==> config.mk <==
export PLATFORM = sky130hd
export DESIGN_NAME = calc_sequencer
export DESIGN_NICKNAME = d
export VERILOG_FILES = /design/src/rtl/calc_pkg.sv /design/src/rtl/calc_watchdog.sv /design/src/rtl/calc_sequencer.sv
export SDC_FILE = /design/constraint.sdc
export NUM_CORES = 1
export LEC_CHECK = 0
export ABC_CLOCK_PERIOD_IN_PS = 3700
export BUFFER_PORTS_ARGS = -buffer_cell sky130_fd_sc_hd__clkbuf_2
export CAP_MARGIN = 20
export CORE_UTILIZATION = 30
export DETAILED_ROUTE_END_ITERATION = 12
export PLACE_DENSITY = 0.51
export SLEW_MARGIN = 25
export SYNTH_ARGS = -nofsm -noshare
export SYNTH_HDL_FRONTEND = slang
export SYNTH_HIERARCHICAL = 1
export SYNTH_SLANG_ARGS = --single-unit
==> constraint.sdc <==
create_clock -name i_clock -period 3.7 [get_ports i_clock]
set_input_delay 0.74 -clock i_clock [delete_from_list [all_inputs] [get_ports i_clock]]
set_output_delay 0.74 -clock i_clock [all_outputs]
set_load 0.05 [all_outputs]
==> src/rtl/calc_pkg.sv <==
// calc_pkg: shared state codes, operator and display-select constants for the
// keypad calculator sequencer and its helpers.
package calc_pkg;

  // Sequencer states, kept as plain 3-bit codes so older blocks can share them.
  typedef logic [2:0] state_t;

  localparam state_t ENTER_V1 = 3'd0;
  localparam state_t OP_WAIT  = 3'd1;
  localparam state_t ENTER_V2 = 3'd2;
  localparam state_t EXEC     = 3'd3;
  localparam state_t SHOW     = 3'd4;
  localparam state_t ERROR    = 3'd5;

  // Operator encodings presented to the arithmetic unit.
  localparam logic [1:0] OP_ADD = 2'd0;
  localparam logic [1:0] OP_SUB = 2'd1;
  localparam logic [1:0] OP_MUL = 2'd2;
  localparam logic [1:0] OP_DIV = 2'd3;

  // Display source selection.
  localparam logic [1:0] DISP_V1  = 2'd0;
  localparam logic [1:0] DISP_V2  = 2'd1;
  localparam logic [1:0] DISP_ANS = 2'd2;
  localparam logic [1:0] DISP_ERR = 2'd3;

  // Display source for a state; EXEC keeps whatever was shown before.
  function automatic logic [1:0] disp_for_state(input state_t s, input logic [1:0] hold);
    logic [1:0] d;
    d = hold;
    case (s)
      ENTER_V1, OP_WAIT: d = DISP_V1;
      ENTER_V2:          d = DISP_V2;
      SHOW:              d = DISP_ANS;
      ERROR:             d = DISP_ERR;
      default:           d = hold;
    endcase
    return d;
  endfunction

endpackage

==> src/rtl/calc_watchdog.sv <==
// calc_watchdog: saturating cycle counter that flags when the arithmetic unit
// has been busy for ARITH_TIMEOUT cycles without answering.
module calc_watchdog
  import calc_pkg::*;
#(
  parameter int ARITH_TIMEOUT = 32
) (
  input  logic i_clock,
  input  logic i_reset,
  input  logic i_clear,
  input  logic i_enable,
  output logic o_expire
);

  localparam int CW = $clog2(ARITH_TIMEOUT + 1);
  localparam logic [CW-1:0] LIMIT = CW'(ARITH_TIMEOUT);

  logic [CW-1:0] r_count;

  // Count enabled cycles, restart on clear, and stick at the limit.
  always_ff @(posedge i_clock or negedge i_reset) begin
    if (!i_reset) begin
      r_count <= '0;
    end else if (i_clear) begin
      r_count <= '0;
    end else if (i_enable && (r_count != LIMIT)) begin
      r_count <= r_count + CW'(1);
    end
  end

  assign o_expire = (r_count == LIMIT);

endmodule

==> src/rtl/calc_sequencer.sv <==
// calc_sequencer: turns keypad events into operand-register strobes and an
// arithmetic start/done handshake, with display select and error recovery.
// Optional feature: define CALC_CHAIN_EN to let an operator key typed while
// entering V2 launch the pending operation and chain into the new operator.
module calc_sequencer
  import calc_pkg::*;
#(
  parameter int DIGITS        = 4,
  parameter int ARITH_TIMEOUT = 32
) (
  input  logic       i_clock,
  input  logic       i_reset,
  input  logic       i_newhex,
  input  logic [3:0] i_hexcode,
  input  logic       i_newop,
  input  logic [1:0] i_opcode,
  input  logic       i_eq,
  input  logic       i_clr,
  input  logic       i_alu_done,
  input  logic       i_alu_ovw,
  output logic [3:0] o_hex_out,
  output logic       o_v1_shift,
  output logic       o_v2_shift,
  output logic       o_v1_clear,
  output logic       o_v2_clear,
  output logic       o_v1_load_ans,
  output logic [1:0] o_alu_op,
  output logic       o_alu_start,
  output logic [1:0] o_disp_sel,
  output logic       o_err
);

  localparam int CW = $clog2(DIGITS + 1);
  localparam logic [CW-1:0] DIGITS_MAX = CW'(DIGITS);

  state_t        r_state, w_state_next;
  logic [CW-1:0] r_count, w_count_next;
  logic [3:0]    r_hex_out, w_hex_next;
  logic [1:0]    r_alu_op, w_op_next;
  logic [1:0]    r_disp_sel;
  logic          r_err;
  logic          r_v1_shift, r_v2_shift, r_v1_clear, r_v2_clear, r_v1_load_ans, r_alu_start;
  logic          w_v1_shift, w_v2_shift, w_v1_clear, w_v2_clear, w_v1_load_ans, w_alu_start;
  logic          w_clr, w_eq, w_op, w_hex, w_expire;

`ifdef CALC_CHAIN_EN
  logic          r_chain, w_chain_next;
  logic [1:0]    r_next_op, w_next_op_next;
`endif

  // One key event per cycle wins: clr, then eq, then operator, then digit.
  assign w_clr = i_clr;
  assign w_eq  = i_eq & ~i_clr;
  assign w_op  = i_newop & ~i_eq & ~i_clr;
  assign w_hex = i_newhex & ~i_newop & ~i_eq & ~i_clr;

  calc_watchdog #(.ARITH_TIMEOUT(ARITH_TIMEOUT)) u_watchdog (
    .i_clock  (i_clock),
    .i_reset  (i_reset),
    .i_clear  (w_alu_start),
    .i_enable (r_state == EXEC),
    .o_expire (w_expire)
  );

  // Decide the next state, counters and the strobes to register this cycle.
  always_comb begin
    w_state_next  = r_state;
    w_count_next  = r_count;
    w_hex_next    = r_hex_out;
    w_op_next     = r_alu_op;
    w_v1_shift    = 1'b0;
    w_v2_shift    = 1'b0;
    w_v1_clear    = 1'b0;
    w_v2_clear    = 1'b0;
    w_v1_load_ans = 1'b0;
    w_alu_start   = 1'b0;
`ifdef CALC_CHAIN_EN
    w_chain_next   = r_chain;
    w_next_op_next = r_next_op;
`endif
    if (w_clr) begin
      w_v1_clear   = 1'b1;
      w_v2_clear   = 1'b1;
      w_count_next = '0;
      w_state_next = ENTER_V1;
    end else begin
      case (r_state)
        ENTER_V1: begin
          if (w_op) begin
            w_op_next    = i_opcode;
            w_count_next = '0;
            w_state_next = OP_WAIT;
          end else if (w_hex && (r_count < DIGITS_MAX)) begin
            w_v1_shift   = 1'b1;
            w_hex_next   = i_hexcode;
            w_count_next = r_count + CW'(1);
          end
        end
        OP_WAIT: begin
          if (w_op) begin
            w_op_next = i_opcode;
          end else if (w_hex) begin
            w_v2_clear   = 1'b1;
            w_v2_shift   = 1'b1;
            w_hex_next   = i_hexcode;
            w_count_next = CW'(1);
            w_state_next = ENTER_V2;
          end
        end
        ENTER_V2: begin
          if (w_eq) begin
            w_alu_start  = 1'b1;
            w_state_next = EXEC;
`ifdef CALC_CHAIN_EN
            w_chain_next = 1'b0;
          end else if (w_op) begin
            w_alu_start    = 1'b1;
            w_next_op_next = i_opcode;
            w_chain_next   = 1'b1;
            w_state_next   = EXEC;
`endif
          end else if (w_hex && (r_count < DIGITS_MAX)) begin
            w_v2_shift   = 1'b1;
            w_hex_next   = i_hexcode;
            w_count_next = r_count + CW'(1);
          end
        end
        EXEC: begin
          if (i_alu_done) begin
            if (i_alu_ovw) begin
              w_state_next = ERROR;
`ifdef CALC_CHAIN_EN
            end else if (r_chain) begin
              w_v1_load_ans = 1'b1;
              w_v2_clear    = 1'b1;
              w_op_next     = r_next_op;
              w_count_next  = '0;
              w_state_next  = OP_WAIT;
`endif
            end else begin
              w_state_next = SHOW;
            end
          end else if (w_expire) begin
            w_state_next = ERROR;
          end
        end
        SHOW: begin
          if (w_op) begin
            w_v1_load_ans = 1'b1;
            w_v2_clear    = 1'b1;
            w_op_next     = i_opcode;
            w_count_next  = '0;
            w_state_next  = OP_WAIT;
          end else if (w_hex) begin
            w_v1_clear   = 1'b1;
            w_v1_shift   = 1'b1;
            w_v2_clear   = 1'b1;
            w_hex_next   = i_hexcode;
            w_count_next = CW'(1);
            w_state_next = ENTER_V1;
          end
        end
        ERROR: begin
          w_state_next = ERROR;
        end
        default: begin
          w_state_next = ENTER_V1;
        end
      endcase
    end
  end

  // Register state, counters, strobes and display outputs.
  always_ff @(posedge i_clock or negedge i_reset) begin
    if (!i_reset) begin
      r_state       <= ENTER_V1;
      r_count       <= '0;
      r_hex_out     <= 4'd0;
      r_alu_op      <= OP_ADD;
      r_disp_sel    <= DISP_V1;
      r_err         <= 1'b0;
      r_v1_shift    <= 1'b0;
      r_v2_shift    <= 1'b0;
      r_v1_clear    <= 1'b0;
      r_v2_clear    <= 1'b0;
      r_v1_load_ans <= 1'b0;
      r_alu_start   <= 1'b0;
    end else begin
      r_state       <= w_state_next;
      r_count       <= w_count_next;
      r_hex_out     <= w_hex_next;
      r_alu_op      <= w_op_next;
      r_disp_sel    <= disp_for_state(w_state_next, r_disp_sel);
      r_err         <= (w_state_next == ERROR);
      r_v1_shift    <= w_v1_shift;
      r_v2_shift    <= w_v2_shift;
      r_v1_clear    <= w_v1_clear;
      r_v2_clear    <= w_v2_clear;
      r_v1_load_ans <= w_v1_load_ans;
      r_alu_start   <= w_alu_start;
    end
  end

`ifdef CALC_CHAIN_EN
  // Remember whether the running operation chains into a stored operator.
  always_ff @(posedge i_clock or negedge i_reset) begin
    if (!i_reset) begin
      r_chain   <= 1'b0;
      r_next_op <= OP_ADD;
    end else begin
      r_chain   <= w_chain_next;
      r_next_op <= w_next_op_next;
    end
  end
`endif

  assign o_hex_out     = r_hex_out;
  assign o_v1_shift    = r_v1_shift;
  assign o_v2_shift    = r_v2_shift;
  assign o_v1_clear    = r_v1_clear;
  assign o_v2_clear    = r_v2_clear;
  assign o_v1_load_ans = r_v1_load_ans;
  assign o_alu_op      = r_alu_op;
  assign o_alu_start   = r_alu_start;
  assign o_disp_sel    = r_disp_sel;
  assign o_err         = r_err;

endmodule

Word-level counts from Yosys, hierarchy flattened

Cells that the tools add are included.

Register bits: 27
Input port bits: 14
Output and inout port bits: 15

Add/subtract/negate cells: 2
Order comparisons: 1
Equal/unequal tests: 17
Mux-type cells: 48
Bitwise operators: 9
Reduce and logical (&&, ||, !) cells: 14

Operators by type and width:

| kind                                                             | count |
|---|---|
| 3-bit 2-to-1 mux                                                 | 16 |
| 4-bit 2-to-1 mux                                                 | 5 |
| 1-bit 2-to-1 mux                                                 | 18 |
| 3-bit one-hot mux with 6 select lines                            | 1 |
| 3-bit == test (second input constant)                            | 4 |
| 6-bit 2-to-1 mux                                                 | 2 |
| 3-bit one-hot mux with 4 select lines                            | 1 |
| 4-bit one-hot mux with 3 select lines                            | 1 |
| 3-bit by 2-bit == test with 1-bit output (second input constant) | 3 |
| 2-bit one-hot mux with 4 select lines                            | 1 |
| 6-bit by 1-bit adder with 6-bit output (second input constant)   | 1 |
| 1-bit bitwise AND                                                | 6 |
| 3-bit by 1-bit == test with 1-bit output (second input constant) | 2 |
| 6-bit == test (second input constant)                            | 1 |
| 3-bit logical NOT                                                | 2 |
| 2-bit != test (second input constant)                            | 3 |
| 3-bit != test (second input constant)                            | 2 |
| 6-bit != test (second input constant)                            | 1 |
| 1-bit one-hot mux with 2 select lines                            | 3 |
| 3-bit AND reduction                                              | 2 |
| 6-bit AND reduction                                              | 1 |
| 5-bit nonzero test                                               | 1 |
| 4-bit nonzero test                                               | 1 |
| 2-bit OR reduction                                               | 2 |
| other kinds (8)                                                  | 11 |

Logic depth before layout (Yosys ltp)

Depth after elaboration: 11
Gate-level depth with buffers: 8
Depth with buffers taken out: 8

Cells and area by module

Netlist, hierarchy kept.

By module, submodules not included:

| module         | instances | cells an instance | area each (um2) |
|---|---|---|---|
| calc_sequencer | 1         | 114               | 1187.4 |
| calc_watchdog  | 1         | 42                | 394.1 |

Worst setup path before layout

OpenSTA, ideal clock, no wires.

Kind: input to register
Start point: in i_clr
End point: reg u_watchdog.r_count[1]
Library setup time: 0.139 ns
Arrival: 2.157 ns
Data required time: 3.561 ns
Path slack: 1.404 ns
Stages on the path: 6
Buffers on the path: 2
Cell sequence: buf_6 > nor4b_1 > and2_1 > buf_2 > and4b_1 > or4_1

Longest elaborated chain between the ends: 6
Elaborated cells between the ends (all ways): 7
Classes of those cells: mux: 4; bitwise: 2; reduce/logical: 1

RTL lines:

| what                                                          | RTL line              | RTL |
|---|---|---|
| start, declared                                               | calc_sequencer.sv:18  | `input logic i_clr,` |
| 1-bit inverter (no source line)                               | --                    |  |
| 1-bit bitwise AND                                             | calc_sequencer.sv:53  | `assign w_eq = i_eq & ~i_clr;` |
| 1-bit 2-to-1 mux                                              | calc_sequencer.sv:111 | `if (w_eq) begin` |
| 1-bit 2-to-1 mux                                              | calc_sequencer.sv:87  | `case (r_state)` |
| 1-bit 2-to-1 mux (*)                                          | calc_sequencer.sv:81  | `if (w_clr) begin` |
| net w_alu_start                                               | calc_sequencer.sv:43  | `logic w_v1_shift, w_v2_shift, w_v1_clear, w_v2_clear, w_v1_load_ans, w_alu_start;` |
| 6-bit 2-to-1 mux / 2-bit nonzero test (equally long branches) | --                    |  |
| end signal, assigned                                          | calc_watchdog.sv:27   | `r_count <= r_count + CW'(1);` |
| end, declared                                                 | calc_watchdog.sv:18   | `logic [CW-1:0] r_count;` |

The timed path passes the listed nets; every way through them passes the cells marked *.
A chain may end at the register's enable or synchronous reset.

Worst setup path in the final report

Start point: reg r_state[1]
End point: reg u_watchdog.r_count[1]

Longest elaborated chain between the ends: 4
Elaborated cells between the ends (all ways): 7
Classes of those cells: eq/ne: 2; mux: 3; reduce/logical: 2

RTL lines:

| what                                                          | RTL line              | RTL |
|---|---|---|
| start, declared                                               | calc_sequencer.sv:36  | `state_t r_state, w_state_next;` |
| start signal, assigned                                        | calc_sequencer.sv:189 | `r_state <= w_state_next;` |
| 3-bit by 2-bit == test with 1-bit output (*)                  | calc_sequencer.sv:87  |  |
| 1-bit 2-to-1 mux (*)                                          | calc_sequencer.sv:87  |  |
| 1-bit 2-to-1 mux (*)                                          | calc_sequencer.sv:81  |  |
| net w_alu_start                                               | calc_sequencer.sv:43  |  |
| 6-bit 2-to-1 mux / 2-bit nonzero test (equally long branches) | --                    |  |

Marked as above.

==> tab_implementation.tex <==
\begin{tabular}{lr}
\hline
Metric & Value \\
\hline
\multicolumn{2}{l}{\textbf{Run status}} \\
\quad Run status & completed \\
\multicolumn{2}{l}{\textbf{Worst hold path}} \\
\quad Min-Delay Path Class & primary input to asynchronous set/reset pin \\
\multicolumn{2}{l}{\textbf{Synth}} \\
\quad Syn avg cell area & between 10 and 15 um\^{}2 \\
\quad Top area cells in the synthesized netlist & dfrtp\_1, mux2\_4, nor2\_1 \\
\quad Synthesized instance count & $\sim$160 \\
\quad Most instantiated flip-flop cell in the synthesis netlist & dfrtp\_1 \\
\quad Leading area contributor after synthesis & dfrtp\_1 \\
\quad Share of the synthesized area in the top cell type & 0.4272 \\
\quad Sequential area share after synthesis & 0.4272 \\
\quad Mapped Area & about 1600 um\^{}2 \\
\quad Asr flop ratio synth & 1.000 \\
\quad Number of synthesized flops with an enable pin & 0 \\
\quad Count of synthesis-stage warnings from yosys & 6 \\
\quad Number of flip-flops and latches in the synthesized netlist & 27 \\
\quad Synthesized netlist net count & around 170 \\
\quad Number of distinct standard cells referenced by the synthesized netlist & 52 \\
\multicolumn{2}{l}{\textbf{Pwr}} \\
\quad Share of power burned in the clock network & 0.252 \\
\quad Internal Dissipation & approximately 0.46 mW \\
\quad P per Cell Area & about 380 nW/um\^{}2 \\
\quad Total Power Consumption & 0.6949 mW \\
\quad Max IR drop VDD & approximately 0.15 mV \\
\quad Net switching share of the total power & 0.3415 \\
\quad Power spent charging and discharging nets & approximately 0.24 mW \\
\quad Part of the total power dissipated in combinational logic & 0.250 \\
\quad Leak pwr & between 0.7 and 0.8 nW \\
\quad Portion of total power attributed to sequential cells & 0.498 \\
\multicolumn{2}{l}{\textbf{Critical path}} \\
\quad Crit path capture type & flip-flop \\
\quad Element type at the critical path start & flip-flop \\
\quad Arr. time, crit path & 2.41 ns \\
\quad Worst EP required & roughly 3.9 ns \\
\quad WS Path Type & flip-flop to flip-flop \\
\quad Biggest fanout along the worst timing path & 20 \\
\multicolumn{2}{l}{\textbf{Route}} \\
\quad DRT Wirelength & about 3500 um \\
\quad Topmost layer with routed signal wires & met4 \\
\quad Antenna-violating nets left & 0 \\
\quad DR WL/cell & around 14 um \\
\quad Detailed-route via count & about 1,300 \\
\quad Vias per inst & about 5.2 \\
\quad Routed length on met3 & between 100 and 150 um \\
\quad Detailed router's first-iteration violation count & 27 \\
\quad Remaining DRCs & 0 \\
\quad Met2 WL post-DR & between 1500 and 2000 um \\
\quad DR pass1 iterations & 4 \\
\quad Wire length the detailed router placed on met1 & about 1700 um \\
\multicolumn{2}{l}{\textbf{Clocking}} \\
\quad Clock sink count & 27 \\
\quad Number of buffers on the longest clock path & 2 \\
\quad CTS tree & yes \\
\quad Count of cells resized by post-cts repair & 0 \\
\quad Num CTS Buffers & 3 \\
\quad CTS Root Buffer Type & clkbuf\_8 \\
\quad Clock latency on the worst-skew pair & around 0.28 ns \\
\quad Clk pin slew, worst setup/hold paths & around 0.1 ns \\
\quad Total of hold buffers inserted after clock tree synthesis & 0 \\
\quad Post-CTS Repair Setup Buffers & 0 \\
\quad CTS H-tree depth & 1 \\
\multicolumn{2}{l}{\textbf{STA}} \\
\quad Setup repair after global routing missed its margin & no \\
\quad Final setup violation count & 0 \\
\quad Fmax & between 400 and 500 MHz \\
\quad Fin. max-slew vios & 0 \\
\quad Final cycle utilization of the critical path & 0.6101 \\
\quad Setup skew after layout & 0.01138 ns \\
\quad Setup total negative slack & 0 ns \\
\quad Max-slew headroom & 0.5413 \\
\quad Crit path time final & $\sim$2.3 ns \\
\quad Least-Margin Pin Slew & 0.6880 ns \\
\quad Hold violation total from the final report & 0 \\
\multicolumn{2}{l}{\textbf{Global route}} \\
\quad Initial antenna violation count & 0 \\
\quad Global-route wire length before repair & between 6000 and 7000 um \\
\quad Global-route usage over all layers & 0.1418 \\
\quad Maximum number of pins on one net before global-route repair & 28 \\
\quad GR Overflow Total & 0 \\
\quad Number of global-route vias before repair & 1,268 \\
\multicolumn{2}{l}{\textbf{Floorplanning}} \\
\quad Area of the placeable core & slightly above 5000 um\^{}2 \\
\quad Die Footprint & 5566 um\^{}2 \\
\quad I/O Pins & 29 \\
\quad Standard-cell row count & 26 \\
\quad Die Ht & 74.61 um \\
\quad Starting utilization of the core area & 0.3097 \\
\quad Width of the chip & between 70 and 80 um \\
\multicolumn{2}{l}{\textbf{Finish}} \\
\quad Diode insertion count for antenna repair & 0 \\
\quad Layout Utilization & 0.3542 \\
\quad Fraction of final layout cells with drive strength greater than 1 & 0.2556 \\
\quad Syn-to-layout area delta & 14.40\% \\
\quad Number of cells in the finished layout apart from fillers & 250 \\
\quad Final layout net count & 198 \\
\quad Filler cells & 532 \\
\multicolumn{2}{l}{\textbf{Flow run}} \\
\quad Maxcap violations & 0 \\
\multicolumn{2}{l}{\textbf{Placement}} \\
\quad Gp weighted congestion & between 0.8 and 0.9 \\
\quad Post-placement cell count & around 250 \\
\quad Detailed placement HPWL & roughly 2600 um \\
\quad IO Port Bufs & 28 \\
\hline
\end{tabular}
[through the flow]
step	cell area (um^2)	hold WS, ns	setup slack, ns
2_1_floorplan	1582	0.4444	1.404
3_3_place_gp	1760	0.4873	1.214
3_5_place_dp	1760	0.4961	1.175
4_1_cts	1809	0.5166	1.434
5_1_grt	1809	0.5372	1.278
6_report	1809	0.4811	1.443
[cells by family after synthesis]
family	share of synthesized area
fa+ha+maj	0.02374
buf+inv	0.04984
xor+xnor	0.01662
compound gates	0.1780
mux	0.05855
flops	0.4272
simple gates	0.2460
[state kept, by name, summed over array words and instances, names as in the netlist]
| signal | cells |
|---|---|
| u_watchdog/r_count | 6 |
| o_hex_out | 4 |
| r_count | 3 |
| r_state | 3 |
| o_alu_op | 2 |
| o_disp_sel | 2 |
| o_alu_start | 1 |
| o_err | 1 |
| o_v1_clear | 1 |
| o_v1_load_ans | 1 |
| o_v1_shift | 1 |
| o_v2_clear | 1 |
| o_v2_shift | 1 |
[synthesized netlist by cell type, types with 3 or more instances]
cell,number
nor3b_1,3
or3b_1,4
o21ai_1,4
o21ai_0,7
o2111ai_1,3
a21oi_1,5
ha_1,3
clkbuf_1,3
nand2_1,9
nor2_1,11
a31oi_1,3
o211ai_1,5
nor2b_1,4
dfrtp_1,27
inv_1,8
mux2_4,4
buf_2,3
nand2b_1,6
[cells in the final DEF, fill, tap and decap left out, types with 2 or more instances in the layout]
master and count:
clkbuf_2 28, nand2b_1 6, o21a_1 2, o2111ai_1 3, a21o_1 2, o21ai_0 7, nor2b_1 4, nor2_1 11
nand2_1 9, nor4b_1 2, o21ai_1 4, a31oi_1 3, a21oi_1 5, xnor2_1 2, dfrtp_1 27, or4_1 2
ha_1 3, and3_1 2, clkbuf_8 3, nand3_1 2, mux2_2 2, mux2_4 4, nand4_1 2, o211ai_1 5
inv_1 8, or3b_1 4, nor3b_1 3
[layer usage]
| metal | up-vias | global-route usage |
|---|---|---|
| met1 | 639 | 0.1891 |
| met5 | - | 0 |
| met3 | 2 | 0.02168 |
| met4 | 0 | 0.03774 |
| met2 | 29 | 0.2392 |
| li1 | 622 | - |
[critical path, cell delays in order (launching register included)]
cell and delay [ns]:
dfrtp_1 0.67, nor4b_1 0.33, and2_1 0.44, and4b_1 0.24, or4_1 0.45
[final cells by class]
type | count | area [um^2] | area share
multi-input combinational | 113 | 827.0 | 0.4571
sequential | 27 | 675.6 | 0.3734
timing repair buffer | 28 | 140.1 | 0.07745
tap | 70 | 87.58 | 0.04841
clock buffer | 3 | 41.29 | 0.02282
inverter | 8 | 30.03 | 0.01660
clock inverter | 1 | 7.507 | 0.004149
[final timing paths]
check                                        start                           endpoint  slack (ns)  cells after the start
hold reg to reg            o_alu_op[0]$_DFFE_PN0P_            o_alu_op[0]$_DFFE_PN0P_        0.52                      1
min in group i_clock       o_alu_op[0]$_DFFE_PN0P_            o_alu_op[0]$_DFFE_PN0P_        0.52                      1
setup reg to reg              r_state[1]$_DFF_PN0_  u_watchdog/r_count[1]$_DFFE_PN0P_        1.44                      4
setup / recovery              r_state[1]$_DFF_PN0_  u_watchdog/r_count[1]$_DFFE_PN0P_        1.44                      4
hold / removal                             i_reset           o_hex_out[3]$_DFFE_PN0P_        0.48                      1
max in group asynchronous                  i_reset               r_state[0]$_DFF_PN0_        2.76                      1
[power by group through the flow]
stage          sequential (mW)  combinational (mW)  clock (mW)
3_5_place_dp             0.352               0.175           0
4_1_cts                  0.346               0.176       0.184
2_1_floorplan            0.409              0.0706           0
6_report                 0.346               0.174       0.175
5_1_grt                  0.350               0.190       0.194
3_3_place_gp             0.351               0.172           0
(Power assumes the default switching activity.)
